**src/rtl/lvds_fifo_ctrl_if.sv**
```systemverilog
// Handshake and RAM-side signal bundle for the LVDS RX FIFO controller.
// The master side is the producer/consumer plus the RAM read port; the slave side is the controller.
interface lvds_fifo_ctrl_if #(
  parameter int ADDR_WIDTH = 4,
  parameter int DATA_WIDTH = 32
);
  logic                  clear_i;
  logic                  wr_en_i;
  logic [DATA_WIDTH-1:0] wr_data_i;
  logic                  rd_en_i;
  logic [DATA_WIDTH-1:0] rd_data_o;
  logic                  rd_valid_o;
  logic                  full_o;
  logic                  empty_o;
  logic                  afull_o;
  logic                  aempty_o;
  logic [ADDR_WIDTH:0]   wr_level_o;
  logic                  ovf_o;
  logic                  udf_o;
  logic                  ram_wren;
  logic [ADDR_WIDTH-1:0] ram_wraddress;
  logic [DATA_WIDTH-1:0] ram_data;
  logic [ADDR_WIDTH-1:0] ram_rdaddress;
  logic [DATA_WIDTH-1:0] ram_q;

  modport master (
    output clear_i, wr_en_i, wr_data_i, rd_en_i, ram_q,
    input  rd_data_o, rd_valid_o, full_o, empty_o, afull_o, aempty_o, wr_level_o,
           ovf_o, udf_o, ram_wren, ram_wraddress, ram_data, ram_rdaddress
  );

  modport slave (
    input  clear_i, wr_en_i, wr_data_i, rd_en_i, ram_q,
    output rd_data_o, rd_valid_o, full_o, empty_o, afull_o, aempty_o, wr_level_o,
           ovf_o, udf_o, ram_wren, ram_wraddress, ram_data, ram_rdaddress
  );
endinterface

```
**src/rtl/lvds_fifo_ctrl.sv**
```systemverilog
// Single-clock FIFO controller sequencing a pipelined dual-port RAM as a synchronous FIFO.
// Hides the RAM's write pipeline via a one-cycle commit register on the readable count.
module lvds_fifo_ctrl #(
  parameter int ADDR_WIDTH   = 4,
  parameter int DATA_WIDTH   = 32,
  parameter int AFULL_LEVEL  = 12,
  parameter int AEMPTY_LEVEL = 2
) (
  input logic             clock,
  input logic             reset,
  lvds_fifo_ctrl_if.slave bus
);
  localparam int DEPTH = 1 << ADDR_WIDTH;
  localparam logic [ADDR_WIDTH:0] LVL_FULL   = (ADDR_WIDTH+1)'(DEPTH);
  localparam logic [ADDR_WIDTH:0] LVL_AFULL  = (ADDR_WIDTH+1)'(AFULL_LEVEL);
  localparam logic [ADDR_WIDTH:0] LVL_AEMPTY = (ADDR_WIDTH+1)'(AEMPTY_LEVEL);

  typedef enum logic [1:0] {ST_FLUSH0, ST_FLUSH1, ST_RUN} state_t;

  state_t                state, state_nxt;
  logic [ADDR_WIDTH-1:0] wr_ptr, rd_ptr;
  logic [ADDR_WIDTH:0]   wr_level, rd_level;
  logic                  commit, rd_valid, ovf, udf;
  logic                  run, flush_entry, push_acc, pop_acc;
  logic                  full, empty, afull, aempty;
  logic [DATA_WIDTH-1:0] rd_data;

  always_ff @(posedge clock or posedge reset) begin
    if (reset) state <= ST_FLUSH0;
    else       state <= state_nxt;
  end

  // FLUSH spans two cycles so any write still in the RAM pipeline lands before RUN.
  always_comb begin
    state_nxt = state;
    case (state)
      ST_FLUSH0: state_nxt = ST_FLUSH1;
      ST_FLUSH1: state_nxt = bus.clear_i ? ST_FLUSH0 : ST_RUN;
      ST_RUN:    state_nxt = bus.clear_i ? ST_FLUSH0 : ST_RUN;
      default:   state_nxt = ST_FLUSH0;
    endcase
  end

  always_comb begin
    run         = (state == ST_RUN);
    flush_entry = run & bus.clear_i;
    full        = ~run | (wr_level == LVL_FULL);
    empty       = ~run | (rd_level == '0);
    afull       = (wr_level >= LVL_AFULL);
    aempty      = (rd_level <= LVL_AEMPTY);
    push_acc    = run & bus.wr_en_i & ~full;
    pop_acc     = run & bus.rd_en_i & ~empty;
  end

  // Levels use pre-op flags: a push while full is rejected even with a concurrent pop.
  always_ff @(posedge clock or posedge reset) begin
    if (reset) begin
      wr_ptr   <= '0;
      rd_ptr   <= '0;
      wr_level <= '0;
      rd_level <= '0;
      commit   <= 1'b0;
      rd_valid <= 1'b0;
      ovf      <= 1'b0;
      udf      <= 1'b0;
    end else if (flush_entry) begin
      wr_ptr   <= '0;
      rd_ptr   <= '0;
      wr_level <= '0;
      rd_level <= '0;
      commit   <= 1'b0;
      rd_valid <= 1'b0;
      ovf      <= 1'b0;
      udf      <= 1'b0;
    end else begin
      if (push_acc) wr_ptr <= wr_ptr + ADDR_WIDTH'(1);
      if (pop_acc)  rd_ptr <= rd_ptr + ADDR_WIDTH'(1);
      wr_level <= wr_level + {{ADDR_WIDTH{1'b0}}, push_acc} - {{ADDR_WIDTH{1'b0}}, pop_acc};
      rd_level <= rd_level + {{ADDR_WIDTH{1'b0}}, commit}   - {{ADDR_WIDTH{1'b0}}, pop_acc};
      commit   <= push_acc;
      rd_valid <= pop_acc;
      ovf      <= ovf | (run & bus.wr_en_i & full);
      udf      <= udf | (run & bus.rd_en_i & empty);
    end
  end

  assign rd_data           = bus.ram_q;
  assign bus.rd_data_o     = rd_data;
  assign bus.rd_valid_o    = rd_valid;
  assign bus.full_o        = full;
  assign bus.empty_o       = empty;
  assign bus.afull_o       = afull;
  assign bus.aempty_o      = aempty;
  assign bus.wr_level_o    = wr_level;
  assign bus.ovf_o         = ovf;
  assign bus.udf_o         = udf;
  assign bus.ram_wren      = push_acc;
  assign bus.ram_wraddress = wr_ptr;
  assign bus.ram_data      = bus.wr_data_i;
  assign bus.ram_rdaddress = rd_ptr;
endmodule

```
**src/flat_wrapper.sv**
```systemverilog
// flat-port wrapper written by rule: the top's interface ports become plain ports
module lvds_fifo_ctrl_flat 
#(
  parameter int ADDR_WIDTH   = 4,
  parameter int DATA_WIDTH   = 32,
  parameter int AFULL_LEVEL  = 12,
  parameter int AEMPTY_LEVEL = 2
)
  (clock, reset, bus_clear_i, bus_wr_en_i, bus_wr_data_i, bus_rd_en_i, bus_ram_q, bus_rd_data_o, bus_rd_valid_o, bus_full_o, bus_empty_o, bus_afull_o, bus_aempty_o, bus_wr_level_o, bus_ovf_o, bus_udf_o, bus_ram_wren, bus_ram_wraddress, bus_ram_data, bus_ram_rdaddress);
  lvds_fifo_ctrl_if #(.ADDR_WIDTH(ADDR_WIDTH), .DATA_WIDTH(DATA_WIDTH)) bus_i ();
  input logic clock;
  input logic reset;
  input wire logic [$bits(bus_i.clear_i)-1:0] bus_clear_i;
  input wire logic [$bits(bus_i.wr_en_i)-1:0] bus_wr_en_i;
  input wire logic [$bits(bus_i.wr_data_i)-1:0] bus_wr_data_i;
  input wire logic [$bits(bus_i.rd_en_i)-1:0] bus_rd_en_i;
  input wire logic [$bits(bus_i.ram_q)-1:0] bus_ram_q;
  output wire logic [$bits(bus_i.rd_data_o)-1:0] bus_rd_data_o;
  output wire logic [$bits(bus_i.rd_valid_o)-1:0] bus_rd_valid_o;
  output wire logic [$bits(bus_i.full_o)-1:0] bus_full_o;
  output wire logic [$bits(bus_i.empty_o)-1:0] bus_empty_o;
  output wire logic [$bits(bus_i.afull_o)-1:0] bus_afull_o;
  output wire logic [$bits(bus_i.aempty_o)-1:0] bus_aempty_o;
  output wire logic [$bits(bus_i.wr_level_o)-1:0] bus_wr_level_o;
  output wire logic [$bits(bus_i.ovf_o)-1:0] bus_ovf_o;
  output wire logic [$bits(bus_i.udf_o)-1:0] bus_udf_o;
  output wire logic [$bits(bus_i.ram_wren)-1:0] bus_ram_wren;
  output wire logic [$bits(bus_i.ram_wraddress)-1:0] bus_ram_wraddress;
  output wire logic [$bits(bus_i.ram_data)-1:0] bus_ram_data;
  output wire logic [$bits(bus_i.ram_rdaddress)-1:0] bus_ram_rdaddress;
  assign bus_i.clear_i = bus_clear_i;
  assign bus_i.wr_en_i = bus_wr_en_i;
  assign bus_i.wr_data_i = bus_wr_data_i;
  assign bus_i.rd_en_i = bus_rd_en_i;
  assign bus_i.ram_q = bus_ram_q;
  assign bus_rd_data_o = bus_i.rd_data_o;
  assign bus_rd_valid_o = bus_i.rd_valid_o;
  assign bus_full_o = bus_i.full_o;
  assign bus_empty_o = bus_i.empty_o;
  assign bus_afull_o = bus_i.afull_o;
  assign bus_aempty_o = bus_i.aempty_o;
  assign bus_wr_level_o = bus_i.wr_level_o;
  assign bus_ovf_o = bus_i.ovf_o;
  assign bus_udf_o = bus_i.udf_o;
  assign bus_ram_wren = bus_i.ram_wren;
  assign bus_ram_wraddress = bus_i.ram_wraddress;
  assign bus_ram_data = bus_i.ram_data;
  assign bus_ram_rdaddress = bus_i.ram_rdaddress;
  lvds_fifo_ctrl #(.ADDR_WIDTH(ADDR_WIDTH), .DATA_WIDTH(DATA_WIDTH), .AFULL_LEVEL(AFULL_LEVEL), .AEMPTY_LEVEL(AEMPTY_LEVEL)) u_core (.clock(clock), .reset(reset), .bus(bus_i));
endmodule
```
**config.mk**
```make
export PLATFORM = sky130hd
export DESIGN_NAME = lvds_fifo_ctrl_flat
export DESIGN_NICKNAME = d
export VERILOG_FILES = /design/src/rtl/lvds_fifo_ctrl_if.sv /design/src/rtl/lvds_fifo_ctrl.sv /design/src/flat_wrapper.sv
export SDC_FILE = /design/constraint.sdc
export NUM_CORES = 1
export LEC_CHECK = 0
export ABC_AREA = 1
export BUFFER_PORTS_ARGS = -buffer_cell sky130_fd_sc_hd__buf_2
export CELL_PAD_IN_SITES_DETAIL_PLACEMENT = 0
export CELL_PAD_IN_SITES_GLOBAL_PLACEMENT = 2
export CORE_MARGIN = 5
export CORE_UTILIZATION = 20
export DETAILED_ROUTE_END_ITERATION = 12
export PLACE_DENSITY_LB_ADDON = 0.3
export SYNTH_ARGS = -nofsm -noshare
export SYNTH_HDL_FRONTEND = slang
export SYNTH_SLANG_ARGS = --single-unit
```
**constraint.sdc**
```tcl
create_clock -name clock -period 2.8 [get_ports clock]
set_clock_uncertainty 0.2 [all_clocks]
set_input_delay 0.56 -clock clock [delete_from_list [all_inputs] [get_ports clock]]
set_output_delay 0.56 -clock clock [all_outputs]
set_load 0.02 [all_outputs]
```
==> metrics.md, run 1 <==
| Metric | Value |
|---|---|
| Run status | `finished, final reports clean` |
| Hold WS | `0.132 ns` |
| Cell Area, Synth | `1970 um^2` |
| Timing-limited maximum frequency | `391 MHz` |
| Highest net fanout along the worst path | `5` |
| CTS clk-pin slew, worst paths | `0.10 ns` |
| Input/output buffers | `25` |
| Total Routing Usage GR | `7.03%` |
| Clock tree root buffer cell | `clkbuf_8` |
| Die width | `109 um` |
| Global-route wire length before repair | `6.50 mm` |
| Fraction of layout instances using a drive strength above 1 | `20.3%` |
| Slew at the pin closest to its max-slew limit | `0.594 ns` |
| Slowest cell on the critical path | `dfrtp_1` |
| Pin count of the biggest net entering global routing | `25` |
| Cell count after synthesis | `241` |
| Clock Latency Late Sink | `0.27 ns` |
| Overall die height | `109 um` |
| Count of non-filler cells in the finished layout | `340` |
| Count of pins over their slew limit | `0` |
| Final setup violation count | `0` |
| Ant. Diodes | `0` |
| # DRC | `0` |
| Max-cap viol count | `0` |
| Cts hold-fix bufs | `0` |
| Endpoint of the most critical register-to-register path | `u_core.rd_level[4]` |
| Synth Area per Inst | `8.18 um^2` |
| Fraction of the yosys area taken by sequential cells | `30.5%` |
| Worst setup path class | `register to register` |
| Global placement routability congestion | `0.696` |
| R2r worst-path depth | `12` |
| Setup crit end kind | `register` |
| Cell Chain, Critical Path | `inv_1, ha_2, nand2_1, a21oi_2, nand2_1, o21ai_0, ha_1, inv_1, fa_1, nand3b_1, a21oi_1, nor2_1` |
| Count of buffer and inverter cells on the critical path | `2` |
| P_leak | `1.01 nW` |
| CTS sink cnt | `24` |
| Count of synthesis-stage warnings from yosys | `0` |
| Headroom to the max-slew limit | `60.3%` |
| Number of global-route vias before repair | `1294` |
| Final hold violation count | `0` |
| Floorplan core area | `9680 um^2` |
| Reg2Reg Setup Slack | `0.24 ns` |
| Starting density of the core | `20.4%` |
| Detailed-route wire length | `4.00 mm` |
| Iteration-0 DRC Markers | `29` |
| Cell depth of the worst setup path | `12` |
| RSZ-0062 raised after global routing | `no` |
| Startpoint Class | `register` |
| Die area | `11900 um^2` |
| DR vias/cell | `3.61` |
| Total number of vias | `1228` |
| Final Critical Period | `2.56 ns` |
| Layout overhead on the synthesized area | `-5.46%` |
| Sum of internal, switching and leakage power | `1.95 mW` |
| Initial antenna violation count | `0` |
| Number of rows in the core area | `36` |
| Final HPWL from detailed placement | `3.13 mm` |
| Worst path top cell family by delay | `adder cells` |
| Class of the tightest hold or removal check | `input port to asynchronous set/reset pin` |
| Period utilization | `91.4%` |
| Worst reg2reg startpoint | `u_core.state[0]` |
| Total negative setup slack | `0 ns` |
| Antenna viol nets, final | `0` |
| CTS tree | `done` |
| Setup WS post-layout | `0.241 ns` |
| Placed cells | `335` |
| Number of H-tree branching levels | `1` |
| Data required time of the worst path | `2.76 ns` |
| Worst slack at placement | `0.132 ns` |
| Grt ovf | `0` |
| Number of CTS-inserted buffers | `3` |
| IO Count | `154` |
| Worst voltage drop across the vdd grid | `0.000153 V` |
| Routed length per placed instance | `11.8 um` |
| Largest stage delay, worst path | `0.41 ns` |
| Flip-flop and latch count after synthesis | `24` |
| Total iterations of the first detailed-routing run | `3` |
| Maximum count of clock buffers along a single path | `2` |
| Post-layout net count | `298` |
| Power density over the cells | `1050 nW/um^2` |
| Endpoint arrival time on the critical path | `2.52 ns` |
| Mapped Nets | `331` |
| Number of distinct standard cells referenced by the synthesized netlist | `23` |
## worst register-to-register path, cell delays in order, from the launching register on
cell,delay (ns)
dfrtp_1,0.41
inv_1,0.09
ha_2,0.23
nand2_1,0.11
a21oi_2,0.14
nand2_1,0.11
o21ai_0,0.10
ha_1,0.20
inv_1,0.05
fa_1,0.39
nand3b_1,0.20
a21oi_1,0.16
nor2_1,0.06
## Yosys cell counts
library cell / count / area share (%)
nor2_4: 1 / 0.57
nand3b_1: 1 / 0.38
clkinv_2: 1 / 0.25
dfrtp_1: 24 / 30
xor2_1: 1 / 0.44
nor2_2: 2 / 0.63
nand2_1: 29 / 5.5
nand3_2: 1 / 0.51
o21ai_0: 6 / 1.5
inv_1: 33 / 6.3
o21a_1: 1 / 0.38
xnor2_1: 1 / 0.44
fa_1: 2 / 2.0
nor2_1: 12 / 2.3
a21oi_2: 1 / 0.44
nand4_1: 4 / 1.3
nand2_2: 2 / 0.63
ha_1: 19 / 12
inv_2: 1 / 0.19
nand2_4: 1 / 0.57
nand3_1: 21 / 5.3
buf_4: 65 / 25
a21oi_1: 12 / 3.0
## flip-flops by register name (all words and copies together), names as in the netlist
signal                    cells
u_core.bus.ram_rdaddress      4
u_core.rd_level               5
u_core.bus.ovf_o              1
u_core.bus.wr_level_o         5
u_core.bus.ram_wraddress      4
u_core.bus.udf_o              1
u_core.state                  2
u_core.bus.rd_valid_o         1
u_core.commit                 1
## where the power goes
part	internal [mW]	switching, mW
clock network	0.191	0.124
logic	0.377	0.643
registers	0.481	0.136
## final cells by class
| type | instances | area [um^2] |
|---|---|---|
| flip-flops and latches | 24 | 601 |
| fillers | 1093 | 7820 |
| inverters | 35 | 133 |
| clock inverters | 1 | 30.0 |
| well taps | 133 | 166 |
| multi-input cells | 117 | 753 |
| repair buffers | 27 | 140 |
| clock buffers | 3 | 41.3 |
## layer usage
metal / GRT usage (%) / wire length (um) / vias to the layer above
met2: 11.6 / 1900 / 38
li1: - / - / 623
met4: 3.38 / 72 / 0
met5: 0 / 0 / -
met1: 8.22 / 1700 / 559
met3: 2.35 / 327 / 8
## placed cells by master, fill, tap and decap left out, types with 2 or more instances in the layout
cell       n
inv_1     33
nand2_1   29
buf_2     25
dfrtp_1   24
nand3_1   21
ha_1      18
nor2_1    12
a21oi_1   12
o21ai_0    6
nand4_1    4
clkbuf_8   3
nand2_2    2
nor2_2     2
fa_1       2
buf_4      2
## repair_timing
action | in CTS | in global routing
setup endpoints to repair | 0 | 2
gates resized for setup | 0 | 1
setup buffers | 0 | 1
## through the flow
step,util (%),instance area [um^2]
floorplan,-,1970
global placement,18.4,1780
detailed placement,18.4,1780
CTS,19.1,1850
global route,19.3,1860
finish,19.3,1860
## worst max-delay path by stage
stage / startpoint / to / slack, ns
floorplan: u_core.bus.wr_level_o[2] / u_core.bus.wr_level_o[4] / 0.33
global placement: u_core.state[0] / u_core.rd_level[4] / 0.12
detailed placement: u_core.state[0] / u_core.rd_level[4] / 0.13
CTS: u_core.state[0] / u_core.rd_level[4] / 0.08
global route: u_core.state[0] / u_core.bus.wr_level_o[4] / 0.03
finish: u_core.state[0] / u_core.rd_level[4] / 0.24
## kinds of logic (layout without fill, tap and decap cells)
group / count (synthesis) / count (layout) / synth area share (%)
buffers and inverters: 100 / 66 / 31.5
flip-flops: 24 / 24 / 30.5
adder cells (fa/ha/maj): 21 / 21 / 14.1
AND/OR/NAND/NOR: 74 / 74 / 17.7
XOR/XNOR: 2 / 2 / 0.888
AO/OA/AOI/OAI: 20 / 20 / 5.39
Power figures use the tool's default switching activity.
==> inputs of run 2 (changes only) <==
--- a/config.mk
+++ b/config.mk
@@ -8,9 +8,9 @@
 export ABC_AREA = 1
 export BUFFER_PORTS_ARGS = -buffer_cell sky130_fd_sc_hd__buf_2
 export CELL_PAD_IN_SITES_DETAIL_PLACEMENT = 0
-export CELL_PAD_IN_SITES_GLOBAL_PLACEMENT = 2
+export CELL_PAD_IN_SITES_GLOBAL_PLACEMENT = 1
 export CORE_MARGIN = 5
-export CORE_UTILIZATION = 20
+export CORE_UTILIZATION = 27
 export DETAILED_ROUTE_END_ITERATION = 12
 export PLACE_DENSITY_LB_ADDON = 0.3
 export SYNTH_ARGS = -nofsm -noshare
==> metrics.md, run 2 (synthesis results as in run 1) <==
| Metric | Value |
|---|---|
| Run status | `finished, final reports clean (unchanged)` |
| Iteration-0 DRC Markers | `33 (was 29)` |
| Placed cells | `301 (was 335)` |
| RSZ-0062 raised after global routing | `no (unchanged)` |
| CTS tree | `done (unchanged)` |
| Final HPWL from detailed placement | `2.75 mm (was 3.13 mm)` |
| Critical path origin | `u_core.state[0] (unchanged)` |
| CTS clk-pin slew, worst paths | `0.09 ns (was 0.10 ns)` |
| Endpoint arrival time on the critical path | `2.55 ns (was 2.52 ns)` |
| Number of H-tree branching levels | `1 (unchanged)` |
| Cell Chain, Critical Path | `inv_1, ha_2, nand2_1, a21oi_2, nand2_1, o21ai_0, ha_1, inv_1, fa_1, nand3b_1, a21oi_1, nor2_1 (unchanged)` |
| Clock Power Share | `12.9% (was 16.2%)` |
| Slew at the pin closest to its max-slew limit | `0.594 ns (about the same)` |
| Detailed-route wire length | `3.50 mm (was 4.00 mm)` |
| Total iterations of the first detailed-routing run | `4 (was 3)` |
| Total number of vias | `1230 (was 1228)` |
| Worst voltage drop across the vdd grid | `0.000276 V (was 0.000153 V)` |
| Routed length per placed instance | `11.4 um (was 11.8 um)` |
| Headroom to the max-slew limit | `60.3% (about the same)` |
| P_leak | `1.00 nW (was 1.01 nW)` |
| # DRC | `0 (unchanged)` |
| Ant. Diodes | `0 (unchanged)` |
| Worst reg2reg startpoint | `u_core.state[0] (unchanged)` |
| Setup crit end kind | `register (unchanged)` |
| Number of CTS-inserted buffers | `3 (unchanged)` |
| Timing-limited maximum frequency | `387 MHz (was 391 MHz)` |
| Max-cap viol count | `0 (unchanged)` |
| Pin count of the biggest net entering global routing | `25 (unchanged)` |
| Class of the tightest hold or removal check | `input port to asynchronous set/reset pin (unchanged)` |
| Number of rows in the core area | `31 (was 36)` |
| Worst setup path class | `register to register (unchanged)` |
| Global-route wire length before repair | `5.78 mm (was 6.50 mm)` |
| Clock tree root buffer cell | `clkbuf_8 (unchanged)` |
| Total negative setup slack | `0 ns (unchanged)` |
| Switching portion of total power | `47.5% (was 46.2%)` |
| Post-layout net count | `298 (unchanged)` |
| Highest net fanout along the worst path | `5 (unchanged)` |
| CTS sink cnt | `24 (unchanged)` |
| Most frequent standard cell in the layout excluding fill and tap cells | `inv_1 (unchanged)` |
| Final Core Density | `25.2% (was 19.3%)` |
| Number of global-route vias before repair | `1257 (was 1294)` |
| Count of pins over their slew limit | `0 (unchanged)` |
| Sum of internal, switching and leakage power | `1.88 mW (was 1.95 mW)` |
| Count of non-filler cells in the finished layout | `306 (was 340)` |
| Final hold violation count | `0 (unchanged)` |
| Combinational group share of total power | `54.5% (was 52.2%)` |
| Filler instances | `815 (was 1093)` |
| Period utilization | `92.3% (was 91.4%)` |
| Antenna viol nets, final | `0 (unchanged)` |
| Grt ovf | `0 (unchanged)` |
| Die width | `95.5 um (was 109 um)` |
| Final setup violation count | `0 (unchanged)` |
| P_sw | `892 uW (was 903 uW)` |
| Final Critical Period | `2.58 ns (was 2.56 ns)` |
| Startpoint Class | `register (unchanged)` |
| Clock Latency Late Sink | `0.27 ns (about the same)` |
| Overall die height | `95.5 um (was 109 um)` |
| Total Routing Usage GR | `7.94% (was 7.03%)` |
| Global placement routability congestion | `0.729 (was 0.696)` |
| Floorplan core area | `7180 um^2 (was 9680 um^2)` |
| IO Count | `154 (unchanged)` |
| Slowest cell on the critical path | `fa_1 (was dfrtp_1)` |
| Die area | `9110 um^2 (was 11900 um^2)` |
| Starting density of the core | `27.5% (was 20.4%)` |
| Data required time of the worst path | `2.77 ns (was 2.76 ns)` |
| Largest stage delay, worst path | `0.41 ns (about the same)` |
| Maximum count of clock buffers along a single path | `2 (unchanged)` |
| Initial antenna violation count | `0 (unchanged)` |
| Int Pwr | `987 uW (was 1.05 mW)` |
| Commonest cells after routing, fill and taps aside | `inv_1 (33), nand2_1 (29), buf_2 (25) (unchanged)` |
| Fraction of layout instances using a drive strength above 1 | `20.3% (unchanged)` |
| Layout overhead on the synthesized area | `-8.44% (was -5.46%)` |
| DR vias/cell | `4.02 (was 3.61)` |
| Power density over the cells | `1040 nW/um^2 (was 1050 nW/um^2)` |
| Input/output buffers | `25 (unchanged)` |
| Part of the total power dissipated in sequential elements | `32.6% (was 31.6%)` |
-- run 2: cell count changes in the layout (fill, tap and decap cells not counted), sizes merged --
cell    change
clkbuf      +1
bufinv      -1
-- run 2: power groups by stage --
| stage | clock network (mW) | logic (mW) | registers (mW) |
|---|---|---|---|
| 6_report | 0.242 | 1.02 | 0.613 |
| 3_3_place_gp | 0 | 1.05 | 0.625 |
| 3_5_place_dp | 0 | 1.04 | 0.625 |
| 4_1_cts | 0.253 | 1.04 | 0.620 |
| 5_1_grt | 0.265 | 1.18 | 0.639 |
| 2_1_floorplan | 0 | 0.807 | 0.692 |
-- run 2: what timing repair did --
action,4_1_cts,5_1_grt
buffers inserted,0,1
endpoints found under the setup margin,0,1
gates resized for setup,0,1
endpoints found under the hold margin,0,0
hold buffers,0,0
-- run 2: cell type report --
type / count / area [um^2] / area share, %
Clock buffer: 4 / 55.1 / 3.05
Inverter: 35 / 133 / 7.35
Multi-Input combinational cell: 117 / 753 / 41.7
Sequential cell: 24 / 601 / 33.3
Tap cell: 99 / 124 / 6.86
Timing Repair Buffer: 27 / 140 / 7.76
-- run 2: final timing paths --
path | end | slack [ns] | cells past startpoint
worst max-delay path | u_core.rd_level[4] | 0.22 | 12
worst min-delay path | u_core.bus.rd_valid_o | 0.12 | 3
worst max register to register | u_core.rd_level[4] | 0.22 | 12
worst min register to register | u_core.bus.ovf_o | 0.31 | 1
max in group asynchronous | u_core.rd_level[0] | 2.03 | 3
min in group clock | u_core.bus.rd_valid_o | 0.27 | 2
-- run 2: through the flow --
step | hold slack [ns] | cell area, um^2 | setup slack [ns]
final | 0.121 | 1810 | 0.216
after global routing | 0.162 | 1810 | 0.0593
after CTS | 0.136 | 1800 | 0.0761
after detailed placement | 0.288 | 1740 | 0.110
after global placement | 0.285 | 1740 | 0.117
after floorplan | 0.337 | 1970 | 0.330
-- run 2: critical path, delay by kind of cell, from the launching register on --
family / cells / cell delay, ns
AO/OA/AOI/OAI: 3 / 0.41
adder cells (fa/ha/maj): 3 / 0.85
buffers and inverters: 2 / 0.15
flip-flops: 1 / 0.39
AND/OR/NAND/NOR: 4 / 0.50
-- run 2: layer usage --
metal | part of all wire [%] | vias to the layer above | wire length [um] | global-route usage (%)
li1 | - | 622 | - | -
met1 | 46 | 583 | 1600 | 9.72
met2 | 48 | 25 | 1690 | 13.6
met3 | 6.0 | 0 | 211 | 2.76
met4 | 0 | 0 | 0 | 1.42
met5 | 0 | - | 0 | 0
==> inputs of run 3 (changes only) <==
--- a/config.mk
+++ b/config.mk
@@ -9,7 +9,8 @@
 export BUFFER_PORTS_ARGS = -buffer_cell sky130_fd_sc_hd__buf_2
 export CELL_PAD_IN_SITES_DETAIL_PLACEMENT = 0
 export CELL_PAD_IN_SITES_GLOBAL_PLACEMENT = 1
-export CORE_MARGIN = 5
+export CORE_ASPECT_RATIO = 1.4
+export CORE_MARGIN = 2
 export CORE_UTILIZATION = 27
 export DETAILED_ROUTE_END_ITERATION = 12
 export PLACE_DENSITY_LB_ADDON = 0.3
==> metrics.md, run 3 (synthesis results as in run 1) <==
| Metric | Value |
|---|---|
| Worst slack at placement | `0.257 ns (was 0.110 ns)` |
| Post-layout net count | `297 (was 298)` |
| Total number of vias | `1218 (was 1230)` |
| Detailed-route wire length | `3.69 mm (was 3.50 mm)` |
| Worst reg2reg startpoint | `u_core.state[0] (unchanged)` |
| Routed length per placed instance | `12.2 um (was 11.4 um)` |
| Timing-limited maximum frequency | `394 MHz (was 387 MHz)` |
| Endpoint arrival time on the critical path | `2.51 ns (was 2.55 ns)` |
| Clock Latency Late Sink | `0.28 ns (was 0.27 ns)` |
| Maximum count of clock buffers along a single path | `2 (unchanged)` |
| DR vias/cell | `4.05 (was 4.02)` |
| Fraction of layout instances using a drive strength above 1 | `19.9% (was 20.3%)` |
| Setup WS post-layout | `0.261 ns (was 0.216 ns)` |
| Hold WS | `0.116 ns (was 0.121 ns)` |
| # DRC | `0 (unchanged)` |
| Headroom to the max-slew limit | `60.1% (was 60.3%)` |
| Most frequent standard cell in the layout excluding fill and tap cells | `inv_1 (unchanged)` |
| Class of the tightest hold or removal check | `input port to asynchronous set/reset pin (unchanged)` |
| Final HPWL from detailed placement | `2.77 mm (was 2.75 mm)` |
| Count of buffer and inverter cells on the critical path | `2 (unchanged)` |
| Die area | `8010 um^2 (was 9110 um^2)` |
| P_leak | `1.00 nW (about the same)` |
| Slew at the pin closest to its max-slew limit | `0.597 ns (was 0.594 ns)` |
| Startpoint Class | `register (unchanged)` |
| Count of pins over their slew limit | `0 (unchanged)` |
| Power density over the cells | `1080 nW/um^2 (was 1040 nW/um^2)` |
| Sum of internal, switching and leakage power | `1.96 mW (was 1.88 mW)` |
| Post-route cell area | `1810 um^2 (about the same)` |
| Initial antenna violation count | `0 (unchanged)` |
| Placed Instance Area | `1740 um^2 (about the same)` |
| Worst setup path class | `register to register (unchanged)` |
| Commonest cells after routing, fill and taps aside | `inv_1 (33), nand2_1 (29), buf_2 (25) (unchanged)` |
| Run status | `finished, final reports clean (unchanged)` |
| Global placement routability congestion | `0.724 (was 0.729)` |
| Final hold violation count | `0 (unchanged)` |
| Global-route wire length before repair | `6.19 mm (was 5.78 mm)` |
| Max-cap viol count | `0 (unchanged)` |
| Clock tree root buffer cell | `clkbuf_8 (unchanged)` |
| CTS clk-pin slew, worst paths | `0.10 ns (was 0.09 ns)` |
| Total negative setup slack | `0 ns (unchanged)` |
| Iteration-0 DRC Markers | `54 (was 33)` |
| Starting density of the core | `28.1% (was 27.5%)` |
| Floorplan core area | `7030 um^2 (was 7180 um^2)` |
| Pin count of the biggest net entering global routing | `25 (unchanged)` |
| Setup crit end kind | `register (unchanged)` |
| Data required time of the worst path | `2.77 ns (about the same)` |
| Antenna viol nets, final | `0 (unchanged)` |
| R2r worst-path depth | `12 (unchanged)` |
| CTS tree | `done (unchanged)` |
| Number of global-route vias before repair | `1247 (was 1257)` |
| Total iterations of the first detailed-routing run | `5 (was 4)` |
| Cts hold-fix bufs | `0 (unchanged)` |
| Highest net fanout along the worst path | `5 (unchanged)` |
| Largest stage delay, worst path | `0.39 ns (was 0.41 ns)` |
| Grt ovf | `0 (unchanged)` |
| Post-CTS Repair Setup Buffers | `0 (unchanged)` |
| CTS sink cnt | `24 (unchanged)` |
| Number of rows in the core area | `36 (was 31)` |
| Reg2Reg Setup Slack | `0.26 ns (was 0.22 ns)` |
| Final Critical Period | `2.54 ns (was 2.58 ns)` |
| Period utilization | `90.7% (was 92.3%)` |
| Total Routing Usage GR | `9.74% (was 7.94%)` |
| Final setup violation count | `0 (unchanged)` |
| Worst voltage drop across the vdd grid | `0.000400 V (was 0.000276 V)` |
| IO Count | `154 (unchanged)` |
| Slowest cell on the critical path | `dfrtp_1 (was fa_1)` |
| Layout overhead on the synthesized area | `-7.99% (was -8.44%)` |
| Ant. Diodes | `0 (unchanged)` |
| Worst path top cell family by delay | `adder cells (unchanged)` |
| Number of H-tree branching levels | `1 (unchanged)` |
| Endpoint of the most critical register-to-register path | `u_core.rd_level[4] (unchanged)` |
| Overall die height | `105 um (was 95.5 um)` |
| Input/output buffers | `25 (unchanged)` |
| Die width | `76.2 um (was 95.5 um)` |
| Cell Chain, Critical Path | `inv_1, ha_2, nand2_1, a21oi_2, nand2_1, o21ai_0, ha_1, inv_1, fa_1, nand3b_1, a21oi_1, nor2_1 (unchanged)` |
| Number of CTS-inserted buffers | `3 (unchanged)` |
| RSZ-0062 raised after global routing | `yes (was no)` |
==> run 3: cell types whose count changed in the layout (fill, tap and decap cells not counted), sizes merged <==
cell    change
clkbuf      -1
buf         -1
bufinv      +1
==> run 3: worst max path at each step <==
stage | startpoint | end | slack, ns | depth (start not counted)
after floorplan | u_core.bus.wr_level_o[2] | u_core.bus.wr_level_o[4] | 0.33 | 14
after global placement | u_core.rd_level[2] | u_core.bus.wr_level_o[4] | 0.25 | 15
after detailed placement | u_core.rd_level[2] | u_core.bus.wr_level_o[4] | 0.26 | 15
after CTS | u_core.rd_level[2] | u_core.bus.wr_level_o[4] | 0.23 | 15
after global routing | u_core.state[0] | u_core.rd_level[4] | -0.02 | 13
final | u_core.state[0] | u_core.rd_level[4] | 0.26 | 12
==> run 3: power by group <==
| group | total (mW) | switching [mW] | leakage, nW | internal (mW) |
|---|---|---|---|---|
| registers | 0.616 | 0.135 | 0.310 | 0.481 |
| clock network | 0.319 | 0.127 | 0.0357 | 0.192 |
| logic | 1.02 | 0.647 | 0.658 | 0.378 |
| total | 1.96 | 0.909 | 1.00 | 1.05 |
==> run 3: what timing repair did <==
| item | CTS | global route |
|---|---|---|
| endpoints found under the hold margin | 0 | 0 |
| resized for setup | 0 | 2 |
| endpoints found under the setup margin | 0 | 2 |
==> run 3: stage by stage <==
| stage | utilization (%) | instances |
|---|---|---|
| 5_1_grt | 25.8 | 301 |
| 3_5_place_dp | 24.7 | 297 |
| 2_1_floorplan | - | 241 |
| 6_report | 25.8 | 301 |
| 3_3_place_gp | 24.7 | 297 |
| 4_1_cts | 25.7 | 301 |
==> run 3: area by class of cell <==
type	instances	area, um^2
fillers	794	5210
well taps	95	119
clock inverters	1	30.0
multi-input cells	117	758
flip-flops and latches	24	601
clock buffers	3	41.3
inverters	35	133
repair buffers	26	133
==> run 3: layer usage <==
layer  up-vias  global-route usage [%]  part of all wire [%]
li1        623                       -                     -
met4         0                    5.97                   3.3
met2        35                    15.5                    46
met1       546                    12.0                    43
met5         -                       0                     0
met3        14                    1.99                   7.0
==> run 3: tightest hold or removal path, cell delays in order <==
cell and delay, ns:
buf_2 0.09, inv_1 0.04, buf_4 0.31
